===== config.mk =====
export PLATFORM = sky130hd
export DESIGN_NAME = pll_lock_supervisor
export DESIGN_NICKNAME = d
export VERILOG_FILES = /design/src/rtl/pll_sup_pkg.sv /design/src/rtl/sync_2ff.sv /design/src/rtl/pll_lock_supervisor.sv
export SDC_FILE = /design/constraint.sdc
export NUM_CORES = 1
export LEC_CHECK = 0
export CAP_MARGIN = 30
export CORE_ASPECT_RATIO = 0.6
export CORE_MARGIN = 5
export CORE_UTILIZATION = 50
export CTS_CLUSTER_SIZE = 10
export DETAILED_ROUTE_END_ITERATION = 12
export PLACE_DENSITY = 0.8
export SYNTH_ARGS = -nofsm -noshare
export SYNTH_HDL_FRONTEND = slang
export SYNTH_HIERARCHICAL = 1
export SYNTH_SLANG_ARGS = --single-unit

===== constraint.sdc =====
create_clock -name CLK -period 3.8 [get_ports CLK]
set_input_delay 0.76 -clock CLK [delete_from_list [all_inputs] [get_ports CLK]]
set_output_delay 0.76 -clock CLK [all_outputs]
set_load 0.01 [all_outputs]

===== src/rtl/pll_sup_pkg.sv =====
// Shared encodings and widths for the PLL lock supervisor.
package pll_sup_pkg;

  typedef enum logic [2:0] {
    ST_OFF       = 3'd0,
    ST_PWRUP     = 3'd1,
    ST_WAIT_LOCK = 3'd2,
    ST_STABLE    = 3'd3,
    ST_RELEASE   = 3'd4,
    ST_RUN       = 3'd5,
    ST_FAULT     = 3'd6
  } state_t;

  localparam int LOSS_W = 8;

endpackage


===== src/rtl/sync_2ff.sv =====
// Two-flop synchroniser for a single asynchronous level; resets to 0.
module sync_2ff (
  input  logic clk,
  input  logic rst_n,
  input  logic d,
  output logic q
);

  logic meta;

  always_ff @(posedge clk or negedge rst_n) begin
    if (!rst_n) begin
      meta <= 1'b0;
      q    <= 1'b0;
    end else begin
      meta <= d;
      q    <= meta;
    end
  end

endmodule


===== src/rtl/pll_lock_supervisor.sv =====
// Sequences CCC/PLL power-down and reset, qualifies LOCK, staggers channel
// ready flags, and recovers from lock loss or latches a fault.
module pll_lock_supervisor
  import pll_sup_pkg::*;
#(
  parameter int N_CH             = 3,
  parameter int ARST_HOLD_CYC    = 16,
  parameter int LOCK_STABLE_CYC  = 1024,
  parameter int LOCK_TIMEOUT_CYC = 65536,
  parameter int STAGGER_CYC      = 8,
  parameter int MAX_RETRY        = 3,
  parameter int CNT_W            = 17,
  localparam int RETRY_W         = $clog2(MAX_RETRY + 1)
) (
  input  logic               CLK,
  input  logic               RESET_N,
  input  logic               ENABLE,
  input  logic               LOCK,
  input  logic               CLR_FAULT,
  output logic               PLL_ARST_N,
  output logic               PLL_POWERDOWN_N,
  output logic [N_CH-1:0]    CH_READY,
  output logic               FAULT,
  output logic [RETRY_W-1:0] RETRY_CNT,
  output logic [LOSS_W-1:0]  LOSS_CNT,
  output logic [2:0]         STATE
);

  localparam logic [CNT_W-1:0] HOLD_LAST    = CNT_W'(ARST_HOLD_CYC - 1);
  localparam logic [CNT_W-1:0] STABLE_LAST  = CNT_W'(LOCK_STABLE_CYC - 1);
  localparam logic [CNT_W-1:0] TIMEOUT_LAST = CNT_W'(LOCK_TIMEOUT_CYC - 1);
  localparam logic [CNT_W-1:0] RELEASE_LAST = CNT_W'((N_CH - 1) * STAGGER_CYC);

  state_t             state_q, state_d;
  logic [CNT_W-1:0]   cnt;
  logic               lock_s;
  logic               arst_n_d, pwrdn_n_d, fault_d;
  logic [N_CH-1:0]    ready_d;
  logic [RETRY_W-1:0] retry_d;
  logic [LOSS_W-1:0]  loss_d;

  sync_2ff u_lock_sync (
    .clk   (CLK),
    .rst_n (RESET_N),
    .d     (LOCK),
    .q     (lock_s)
  );

  // State register, shared counter and registered outputs.
  always_ff @(posedge CLK or negedge RESET_N) begin
    if (!RESET_N) begin
      state_q         <= ST_OFF;
      cnt             <= '0;
      PLL_ARST_N      <= 1'b0;
      PLL_POWERDOWN_N <= 1'b0;
      CH_READY        <= '0;
      FAULT           <= 1'b0;
      RETRY_CNT       <= '0;
      LOSS_CNT        <= '0;
    end else begin
      state_q <= state_d;
      if (state_d != state_q) begin
        cnt <= '0;
      end else if (cnt != '1) begin
        cnt <= cnt + CNT_W'(1);
      end
      PLL_ARST_N      <= arst_n_d;
      PLL_POWERDOWN_N <= pwrdn_n_d;
      CH_READY        <= ready_d;
      FAULT           <= fault_d;
      RETRY_CNT       <= retry_d;
      LOSS_CNT        <= loss_d;
    end
  end

  assign STATE = state_q;

  // Next state; ENABLE=0 overrides every lock and counter event outside FAULT.
  always_comb begin
    state_d = state_q;
    unique case (state_q)
      ST_OFF:       if (ENABLE) state_d = ST_PWRUP;
      ST_PWRUP:     if (cnt == HOLD_LAST) state_d = ST_WAIT_LOCK;
      ST_WAIT_LOCK: begin
        if (lock_s) begin
          state_d = ST_STABLE;
        end else if (cnt == TIMEOUT_LAST) begin
          state_d = (int'(RETRY_CNT) + 1 == MAX_RETRY) ? ST_FAULT : ST_PWRUP;
        end
      end
      ST_STABLE: begin
        if (!lock_s) state_d = ST_WAIT_LOCK;
        else if (cnt == STABLE_LAST) state_d = ST_RELEASE;
      end
      ST_RELEASE: begin
        if (!lock_s) state_d = ST_PWRUP;
        else if (cnt == RELEASE_LAST) state_d = ST_RUN;
      end
      ST_RUN:   if (!lock_s) state_d = ST_PWRUP;
      ST_FAULT: if (CLR_FAULT) state_d = ST_OFF;
      default:  state_d = ST_OFF;
    endcase
    if (!ENABLE && state_q != ST_FAULT) state_d = ST_OFF;
  end

  // Output next values, derived from the transition being taken.
  always_comb begin
    arst_n_d  = (state_d == ST_WAIT_LOCK) || (state_d == ST_STABLE) ||
                (state_d == ST_RELEASE)   || (state_d == ST_RUN);
    pwrdn_n_d = (state_d != ST_OFF) && (state_d != ST_FAULT);
    fault_d   = (state_d == ST_FAULT);

    ready_d = CH_READY;
    if (state_d != ST_RELEASE && state_d != ST_RUN) begin
      ready_d = '0;
    end else if (state_q == ST_RELEASE) begin
      for (int i = 0; i < N_CH; i++) begin
        if (cnt == CNT_W'(i * STAGGER_CYC)) ready_d[i] = 1'b1;
      end
    end

    retry_d = RETRY_CNT;
    if (state_q == ST_WAIT_LOCK && (state_d == ST_PWRUP || state_d == ST_FAULT)) begin
      retry_d = RETRY_CNT + RETRY_W'(1);
    end else if (state_q != ST_RUN && state_d == ST_RUN) begin
      retry_d = '0;
    end else if (state_q == ST_FAULT && state_d == ST_OFF) begin
      retry_d = '0;
    end

    loss_d = LOSS_CNT;
    if ((state_q == ST_RUN || state_q == ST_RELEASE) && state_d == ST_PWRUP &&
        LOSS_CNT != '1) begin
      loss_d = LOSS_CNT + LOSS_W'(1);
    end
  end

endmodule


# == After elaboration in Yosys (flattened, before gate mapping) ==
# Index checks and enable logic that the tools add are counted.
# word_totals
output_inout_bits,19
elab_cells,92
ff_bits,38
inputBits,5
# classes
n_reduce_logical,27
n_eq_ne,26
n_addsub,4
mux,23
# ops
op,count
$mux W3,14
$eq A17 B4 Y1 const B,2
$mux W17,2
$pmux W3 S7,1
$eq A3 B3 Y1 const B,6
$add A17 B1 Y17 const B,1
$eq A17 B10 Y1 const B,1
$eq A17 B16 Y1 const B,1
$eq A17 B5 Y1 const B,1
$logic_not A17 Y1,1
$ne A17 B17 Y1 const B,1
$eq A3 B2 Y1 const B,5
$ne A3 B3 Y1 const B,5
$reduce_bool A2 Y1,5
$add A8 B1 Y8 const B,1
$logic_and A1 B1 Y1,8
$ne A8 B8 Y1 const B,1
$eq A3 B1 Y1 const B,2
$logic_not A3 Y1,2
$mux W2,3
$reduce_and A2 Y1,3
$reduce_bool A3 Y1,2
$logic_or A1 B1 Y1,5
$add A2 B1 Y3 const B,1
4 further kinds,6

# == Longest topological paths before layout ==
# Gate-level depths: netlist of run 1.
# logic_depth
word_depth,12
mapped_depth,14
mapped_depth_nobuf,13

# == Hierarchy ==
# Netlist of run 1, hierarchy kept.
# modules_own_cells
module,cells_per_inst,instances,seq_area_each_um2,area_per_inst_um2
pll_lock_supervisor,210,1,900.9,1994.4
sync_2ff,2,1,50.0,50.0

# == Worst setup path after synthesis of run 1 ==
# OpenSTA, ideal clock, no wires.
# synth_path
kind,register to register
start,reg cnt[4]
end,reg CH_READY[2]
path_buffers,1
stages_incl_launch_ff,14
period_less_slack_ns,2.612
setup_time_ns,0.127
path_slack_ns,1.188
arrival_time_ns,2.485
required_time_ns,3.673
path_cell_list,dfrtp_1 clkbuf_1 nand4_1 nor2_1 nand2_1 nor2_1 ha_1 nand2_1 o211a_1 a211oi_1 a22oi_1 or2_2 ha_1 a21boi_0
# synth_between
elab_chain_cells,9
elab_cells_between_ends,20
cone_classes,6 x eq/ne; 10 x mux; 4 x reduce/logical
# synth_rtl
element,line,rtl
"start, declared",pll_lock_supervisor.sv:35,logic [CNT_W-1:0] cnt;
"start signal, assigned",pll_lock_supervisor.sv:65,cnt <= cnt + CNT_W'(1);
"$eq A17 B5 Y1, or another cell as far along","pll_lock_supervisor.sv:97, pll_lock_supervisor.sv:118",
"$mux W3, on equally long branches","pll_lock_supervisor.sv:97, pll_lock_supervisor.sv:87, pll_lock_supervisor.sv:93",
"$mux W3, on equally long branches","pll_lock_supervisor.sv:96, pll_lock_supervisor.sv:85, pll_lock_supervisor.sv:92",
$pmux W3 S7,pll_lock_supervisor.sv:81,unique case (state_q)
$mux W3,pll_lock_supervisor.sv:103,if (!ENABLE && state_q != ST_FAULT) state_d = ST_OFF;
$ne A3 B3 Y1,pll_lock_supervisor.sv:114,if (state_d != ST_RELEASE && state_d != ST_RUN) begin
$logic_and A1 B1 Y1,pll_lock_supervisor.sv:114,
$reduce_bool A2 Y1 (no source line),n/a,
$reduce_and A2 Y1 (no source line),n/a,
"end signal, assigned",pll_lock_supervisor.sv:69,CH_READY <= ready_d;
"end, declared",pll_lock_supervisor.sv:22,"output logic [N_CH-1:0] CH_READY,"
# Parallel ways exist; a longest one is shown, timed or not.
# A chain may end at the register's enable or synchronous reset.

# == Final worst setup path of run 1 ==
# layout_path
start,reg cnt[1]
end,reg cnt[1]
# layout_between
elab_chain_cells,7
elab_cells_between_ends,19
cone_classes,1 x add/sub; 6 x eq/ne; 11 x mux; 1 x reduce/logical
# layout_rtl
element,line,rtl
"$eq A17 B5 Y1, or another cell as far along",pll_lock_supervisor.sv:97,else if (cnt == RELEASE_LAST) state_d = ST_RUN;
"$mux W3, on equally long branches","pll_lock_supervisor.sv:97, pll_lock_supervisor.sv:87, pll_lock_supervisor.sv:93",
"$mux W3, on equally long branches","pll_lock_supervisor.sv:96, pll_lock_supervisor.sv:85, pll_lock_supervisor.sv:92",
$pmux W3 S7 *,pll_lock_supervisor.sv:81,
$mux W3 *,pll_lock_supervisor.sv:103,
net state_d[0],pll_lock_supervisor.sv:34,"state_t state_q, state_d;"
$ne A3 B3 Y1 *,pll_lock_supervisor.sv:62,if (state_d != state_q) begin
$mux W17 / $reduce_bool A2 Y1 (equally long branches),n/a,
# Mark *: on every way through the listed nets, which the timed path passes. The rest lies on a longest branch. The select of a mux whose other input is x is not followed.

==> results.sh, run 1 <==
export IMPL_first_iter_violations=108
export IMPL_cts_hold_buf=0
export IMPL_viasPerCell=5.474
export IMPL_worst_hold_startpoint="u_lock_sync/meta"
export IMPL_seq_area_um2=950.9
export IMPL_clock_path_buffers=2
export IMPL_finClkSkew_ns=0.002831
export IMPL_clk_pin_slew_ns=0.07
export IMPL_overflow=0
export IMPL_max_freq_mhz=326.9
export IMPL_insertion_delay_ns=0.29
export IMPL_drive_gt1_frac=0.05532
export IMPL_required_ns=4.01
export IMPL_htree_levels=2
export IMPL_cts_resized=0
export IMPL_yosysWarningCount=6
export IMPL_startpoint_type="register"
export IMPL_min_path_type="reg -> reg"
export IMPL_ir_worst_vdd_mv=0.1519
export IMPL_r2r_start="cnt[1]"
export IMPL_setup_ws_ns=0.7409
export IMPL_r2r_end="cnt[1]"
export IMPL_crit_type="reg -> reg"
export IMPL_period_share=0.8050
export IMPL_grt_start_max_net_pins=39
export IMPL_setup_viol_count_final=0
export IMPL_vias=1560
export IMPL_arrival_ns=3.27
export IMPL_cts_buffers_inserted=5
export IMPL_rsz0062_at_grt="no"
export IMPL_cp_slowest_stage_delay_ns=0.42
export IMPL_instances_no_fill=285
export IMPL_area_delta_synth_final_pct=16.10
export IMPL_multiInputGateArea_um2=1010
export IMPL_ys_ff_latch=38
export IMPL_outcome="completed"
export IMPL_syn_cell_area_um2=2044
export IMPL_finalWirelength_um=4157
export IMPL_syn_area_per_cell_um2=9.644
export IMPL_r2r_setup_slack_ns=0.74
export IMPL_drc=0
export IMPL_post_drt_wl_per_cell_um=14.59
export IMPL_leakagePower_nw=1.073
export IMPL_synth_edff_count=0
export IMPL_slew_viol_final=0
export IMPL_fill_cells=347
export IMPL_path_cells="ha_1, nand4_1, nor2_1, nand2_1, nor2_1, ha_1, nand2_1, o21a_1, o32ai_1, a41oi_2, xnor2_1, nand4_2, nor2_1"
export IMPL_worst_slew_pin_transition_ns=0.8228
export IMPL_synth_nets=224
export IMPL_async_flop_share=1.000
export IMPL_crit_top_cell="nor2_1"
export IMPL_die_area_um2=5510
export IMPL_cap_viol_max_count=0
export IMPL_hold_path_end="u_lock_sync/q"
export IMPL_syn_inst=212
export IMPL_grt_pass1_vias=1598
export IMPL_start_util=0.5071
export IMPL_reg2reg_depth=13
export IMPL_dpl_hpwl_um=3032
export IMPL_hold_violations=0
export IMPL_yosysSeqAreaShare=0.4651
export IMPL_antenna_cells=0
export IMPL_relSlewSlack=0.4514
export IMPL_cts_tree="yes"
export IMPL_synth_area_leaders="dfrtp_1 (47%), xnor2_1 (7.7%), nor2_1 (5.9%)"
export IMPL_port_buffers=23
export IMPL_cts_sinks=38
export IMPL_coreArea_um2=4031
export IMPL_dpl_worst_slack_ns=0.7655
export IMPL_crit_path_max_fanout=17
export IMPL_grt_usage=0.1810
export IMPL_yosysMostFrequentCell="dfrtp_1"
export IMPL_synth_top_cells_by_count="dfrtp_1 (38), nor2_1 (32), xnor2_1 (18), nand2_1 (15), inv_1 (13)"
export IMPL_gp_congestion=0.8689
export IMPL_cts_setup_buffers=0
export IMPL_antenna_found_initial=0
export IMPL_ant_nets=0
export IMPL_synth_main_ff_cell="dfrtp_1"
export IMPL_die_x_um=92.55
export IMPL_post_route_min_period_ns=3.059
export IMPL_p_per_area_nw_per_um2=335.6
export IMPL_synth_cell_types=43
export IMPL_holdPathStages=0
export IMPL_slowest_stage="nand4_2"
export IMPL_grt_pass1_wl_um=7638
export IMPL_die_h_um=59.53
export IMPL_ctsRootBufferMaster="clkbuf_8"
export IMPL_final_nets=247
export IMPL_synth_top_area_cell="dfrtp_1"
export IMPL_dr_pass1_iters=4
export IMPL_cp_end_kind="register"
export IMPL_dp_cells=278
export IMPL_fin_setup_tns_ns=0
export IMPL_rows=18
export IMPL_synth_top_area_frac=0.4651
export IMPL_pin_count=24
[flip-flops by register name, summed over array words and instances, names as in the netlist]
signal	count
RETRY_CNT	2
u_lock_sync/q	1
PLL_POWERDOWN_N	1
STATE	3
LOSS_CNT	8
u_lock_sync/meta	1
CH_READY	3
FAULT	1
cnt	17
PLL_ARST_N	1
[layout make-up]
cell class	count	area share
inverter	13	0.02056
sequential	38	0.4006
multi-input combinational	154	0.4254
tap	50	0.02636
timing repair buffer	23	0.09489
clock buffer	7	0.03216
[report_power, final]
| part | switching (mW) | total, mW | internal, mW | leakage, nW |
|---|---|---|---|---|
| sequential | 0.0241 | 0.447 | 0.423 | 0.514 |
| clock | 0.132 | 0.258 | 0.126 | 0.0383 |
| combinational | 0.0500 | 0.0912 | 0.0413 | 0.521 |
[cell families after synthesis]
logic type | synth area share
flip-flops | 0.4651
XOR/XNOR | 0.1071
AND/OR/NAND/NOR | 0.2368
multiplexers | 0.02570
AO/OA/AOI/OAI | 0.08141
buffers and inverters | 0.04100
adder cells (fa/ha/maj) | 0.04284
[through the flow]
step / power (mW) / util / hold slack (ns) / instance area, um^2
after floorplan: 0.5116 / - / 0.3312 / 2044
after global placement: 0.5433 / 0.5698 / 0.3335 / 2297
after detailed placement: 0.5446 / 0.5698 / 0.3403 / 2297
after CTS: 0.8081 / 0.5888 / 0.3560 / 2374
after global routing: 0.8433 / 0.5888 / 0.3793 / 2374
final: 0.7965 / 0.5888 / 0.3554 / 2374
[per-layer routing]
layer  global-route usage  share of wire  vias up
met5                    0              0        -
met1               0.2516           0.52      750
met3              0.05711          0.053        7
met4              0.06554          0.012        0
met2               0.2670           0.42       33
li1                     -              -      770
[critical path, delay by kind of cell (launching register included)]
kind | cells | cell delay (ns)
simple gates | 7 | 1.33
compound gates | 3 | 0.63
fa+ha+maj | 2 | 0.43
flops | 1 | 0.40
xor+xnor | 1 | 0.20
[worst max-delay path by stage]
| stage | startpoint | end | slack, ns | depth (start not counted) |
|---|---|---|---|---|
| after floorplan | cnt[4] | CH_READY[2] | 1.19 | 13 |
| after global placement | cnt[0] | cnt[1] | 0.84 | 13 |
| after detailed placement | cnt[0] | cnt[15] | 0.77 | 13 |
| after CTS | cnt[1] | cnt[6] | 0.77 | 13 |
| after global routing | cnt[0] | cnt[12] | 0.37 | 13 |
| final | cnt[1] | cnt[1] | 0.74 | 13 |
[cell usage in the layout, fill, tap and decap left out, types with 2 or more instances in the layout]
master           Yosys  routed
nor2b_1              4       4
o21a_1               3       3
nor2_1              32      32
nor3b_1              2       2
nor4_1               3       3
nand2_1             15      15
a21oi_1              5       5
mux2_2               2       2
clkbuf_1             5       2
clkbuf_8             0       5
dfrtp_1             38      38
o211a_1              2       2
nand4_1              3       3
and3_1               7       7
clkdlybuf4s50_1      0      22
nor3_1               5       5
xnor2_1             18      18
o21ai_0              4       4
xor2_1               7       7
inv_1               13      13
nand3_1             12      12
mux2i_1              3       3
ha_1                 7       7
Power figures use the tool's default switching activity.
==> run 2: changes to the inputs <==
--- a/config.mk
+++ b/config.mk
@@ -11,7 +11,7 @@
 export CORE_UTILIZATION = 50
 export CTS_CLUSTER_SIZE = 10
 export DETAILED_ROUTE_END_ITERATION = 12
-export PLACE_DENSITY = 0.8
+export PLACE_DENSITY = 0.82
 export SYNTH_ARGS = -nofsm -noshare
 export SYNTH_HDL_FRONTEND = slang
 export SYNTH_HIERARCHICAL = 1
==> constraint.sdc (replaced) <==
create_clock -name CLK -period 2.5 [get_ports CLK]
set_input_delay 0.5 -clock CLK [delete_from_list [all_inputs] [get_ports CLK]]
set_output_delay 0.5 -clock CLK [all_outputs]
set_load 0.01 [all_outputs]
==> run 2 against run 1 <==
  * Clock power increased by 54%
  * Cell count up 13%
  * The run now ends with setup timing left
  * Critical endpoint is now RETRY_CNT[1]
  * Die area unchanged
  * Utilization rose by 12 points
  * Wire length up 22%
  * Worst hold slack lost 0.040 ns
==> results.sh, run 2 (synthesis gave the netlist of run 1 again) <==
export IMPL_vias=1745
export IMPL_area_delta_synth_final_pct=38.98
export IMPL_coreArea_um2=4031
export IMPL_crit_type="reg -> reg"
export IMPL_cp_end_kind="register"
export IMPL_rows=18
export IMPL_start_util=0.5071
export IMPL_required_ns=2.66
export IMPL_antenna_cells=0
export IMPL_slowest_stage="dfrtp_1"
export IMPL_first_iter_violations=135
export IMPL_largest_register="cnt"
export IMPL_grt_pass1_wl_um=7748
export IMPL_cts_tree="yes"
export IMPL_crit_path_max_fanout=3
export IMPL_dp_cells=304
export IMPL_cp_slowest_stage_delay_ns=0.36
export IMPL_layout_commonest_cell="dfrtp_1"
export IMPL_drc=0
export IMPL_instances_no_fill=322
export IMPL_grt_pass1_vias=1620
export IMPL_setup_viol_count_final=13
export IMPL_crit_buf_inv=1
export IMPL_dr_pass1_iters=4
export IMPL_p_per_area_nw_per_um2=456.6
export IMPL_setup_ws_ns=-0.06469
export IMPL_grt_start_max_net_pins=39
export IMPL_finalWirelength_um=5054
export IMPL_outcome="complete, but fails checks"
export IMPL_ir_worst_vdd_mv=0.2883
export IMPL_die_h_um=59.53
export IMPL_drive_gt1_frac=0.2757
export IMPL_htree_levels=2
export IMPL_hold_violations=0
export IMPL_fin_setup_tns_ns=-0.2076
export IMPL_rsz0062_at_grt="yes"
export IMPL_startpoint="cnt[1]"
export IMPL_leakagePower_nw=1.298
export IMPL_cap_viol_max_count=0
export IMPL_top_regs="cnt: 17 flops, LOSS_CNT: 8 flops"
export IMPL_cts_buffers_inserted=5
export IMPL_ctsRootBufferMaster="clkbuf_8"
export IMPL_final_cell_mix="dfrtp_1 (37), buf_4 (35), nor2_1 (29), clkdlybuf4s50_1 (22), xnor2_1 (18)"
export IMPL_die_area_um2=5510
export IMPL_cts_sinks=38
export IMPL_post_route_min_period_ns=2.565
export IMPL_path_cells="ha_2, nand4_1, nor2_2, nand2_2, nor2_4, ha_4, nand2_4, buf_12, nor4_4, a21oi_2, a21o_1, mux2_2, o21ai_0, mux2i_1"
export IMPL_clock_path_buffers=2
export IMPL_port_buffers=23
export IMPL_antenna_found_initial=0
export IMPL_violations="setup timing"
export IMPL_viasPerCell=5.419
export IMPL_slew_viol_final=0
export IMPL_ant_nets=0
export IMPL_pin_count=24
export IMPL_finalPower_mw=1.298
export IMPL_die_x_um=92.55
export IMPL_min_path_type="in -> async"
export IMPL_insertion_delay_ns=0.29
export IMPL_dpl_hpwl_um=3304
export IMPL_max_freq_mhz=389.9
export IMPL_startpoint_type="register"
export IMPL_grt_usage=0.1823
export IMPL_clk_pin_slew_ns=0.07
export IMPL_arrival_ns=2.72
export IMPL_cp_top_family="simple AND/OR/NAND/NOR gates"
export IMPL_gp_congestion=0.8266
export IMPL_finClkSkew_ns=0.008452
export IMPL_final_nets=284
export IMPL_r2r_start="cnt[1]"
export IMPL_overflow=0
export IMPL_post_route_util=0.7048
export IMPL_period_share=1.026
export IMPL_worst_slew_pin_transition_ns=0.8391
export IMPL_post_drt_wl_per_cell_um=15.70
export IMPL_relSlewSlack=0.4406
export IMPL_largest_reg_flops=17
run 2: worst register-to-register path: stages, from the launching register on:
cell and delay [ns]:
dfrtp_1 0.36, ha_2 0.18, nand4_1 0.13, nor2_2 0.15, nand2_2 0.08, nor2_4 0.12, ha_4 0.17, nand2_4 0.07
buf_12 0.13, nor4_4 0.18, a21oi_2 0.08, a21o_1 0.21, mux2_2 0.30, o21ai_0 0.18, mux2i_1 0.11
run 2: per-layer routing:
layer | share of wire | vias to the layer above | track usage
met5 | 0 | - | 0
met4 | 0.0071 | 0 | 0.04440
met3 | 0.052 | 5 | 0.05076
met2 | 0.47 | 43 | 0.2639
met1 | 0.47 | 859 | 0.2698
li1 | - | 838 | -
run 2: through the flow:
step / setup WS [ns] / cell area, um^2 / hold slack, ns
floorplan: 0.008185 / 2066 / 0.2044
global placement: -0.005451 / 2525 / 0.3370
detailed placement: -0.1017 / 2525 / 0.3386
CTS: -0.07868 / 2655 / 0.3413
global route: -0.1962 / 2841 / 0.3688
finish: -0.06469 / 2841 / 0.3158
run 2: area by class of cell:
class / instances / area [um^2]
clock buffers: 5 / 68.82
inverters: 13 / 48.80
well taps: 50 / 62.56
flip-flops and latches: 38 / 952.2
clock inverters: 2 / 10.01
fillers: 285 / 1190
repair buffers: 60 / 528.0
multi-input cells: 154 / 1171
run 2: power breakdown:
group          internal (mW)  total [mW]  switching [mW]
Sequential             0.642       0.665          0.0231
Clock                  0.187       0.397           0.210
Combinational          0.121       0.235           0.114
Total                  0.951        1.30           0.347
run 2: what timing repair did:
action                                 in CTS  in global routing
setup endpoints to repair                  25                 32
hold buffers                                0                  0
buffers inserted                            3                  9
endpoints found under the hold margin       0                  0
pin swaps                                   8                 15
resized for setup                           8                 24
run 2: path summary, 6_finish.rpt:
| kind | end | slack, ns | depth (start not counted) |
|---|---|---|---|
| worst max-delay path | RETRY_CNT[1] | -0.06 | 14 |
| worst min-delay path | PLL_ARST_N | 0.32 | 1 |
| worst max register to register | RETRY_CNT[1] | -0.06 | 14 |
| worst min register to register | u_lock_sync/q | 0.36 | 0 |
| max in group asynchronous | cnt[13] | 1.61 | 1 |
| min in group CLK | u_lock_sync/q | 0.36 | 0 |
==> run 3: changes to the inputs <==
==> constraint.sdc (replaced) <==
create_clock -name CLK -period 2.5 [get_ports CLK]
set_input_delay 0.625 -clock CLK [delete_from_list [all_inputs] [get_ports CLK]]
set_output_delay 0.625 -clock CLK [all_outputs]
set_load 0.01 [all_outputs]
==> results of run 3 <==
The final DEF is identical to that of run 2. Status: complete, but fails checks: setup timing.
Among the figures that moved: hold slack 0.3158 ns -> 0.3576 ns
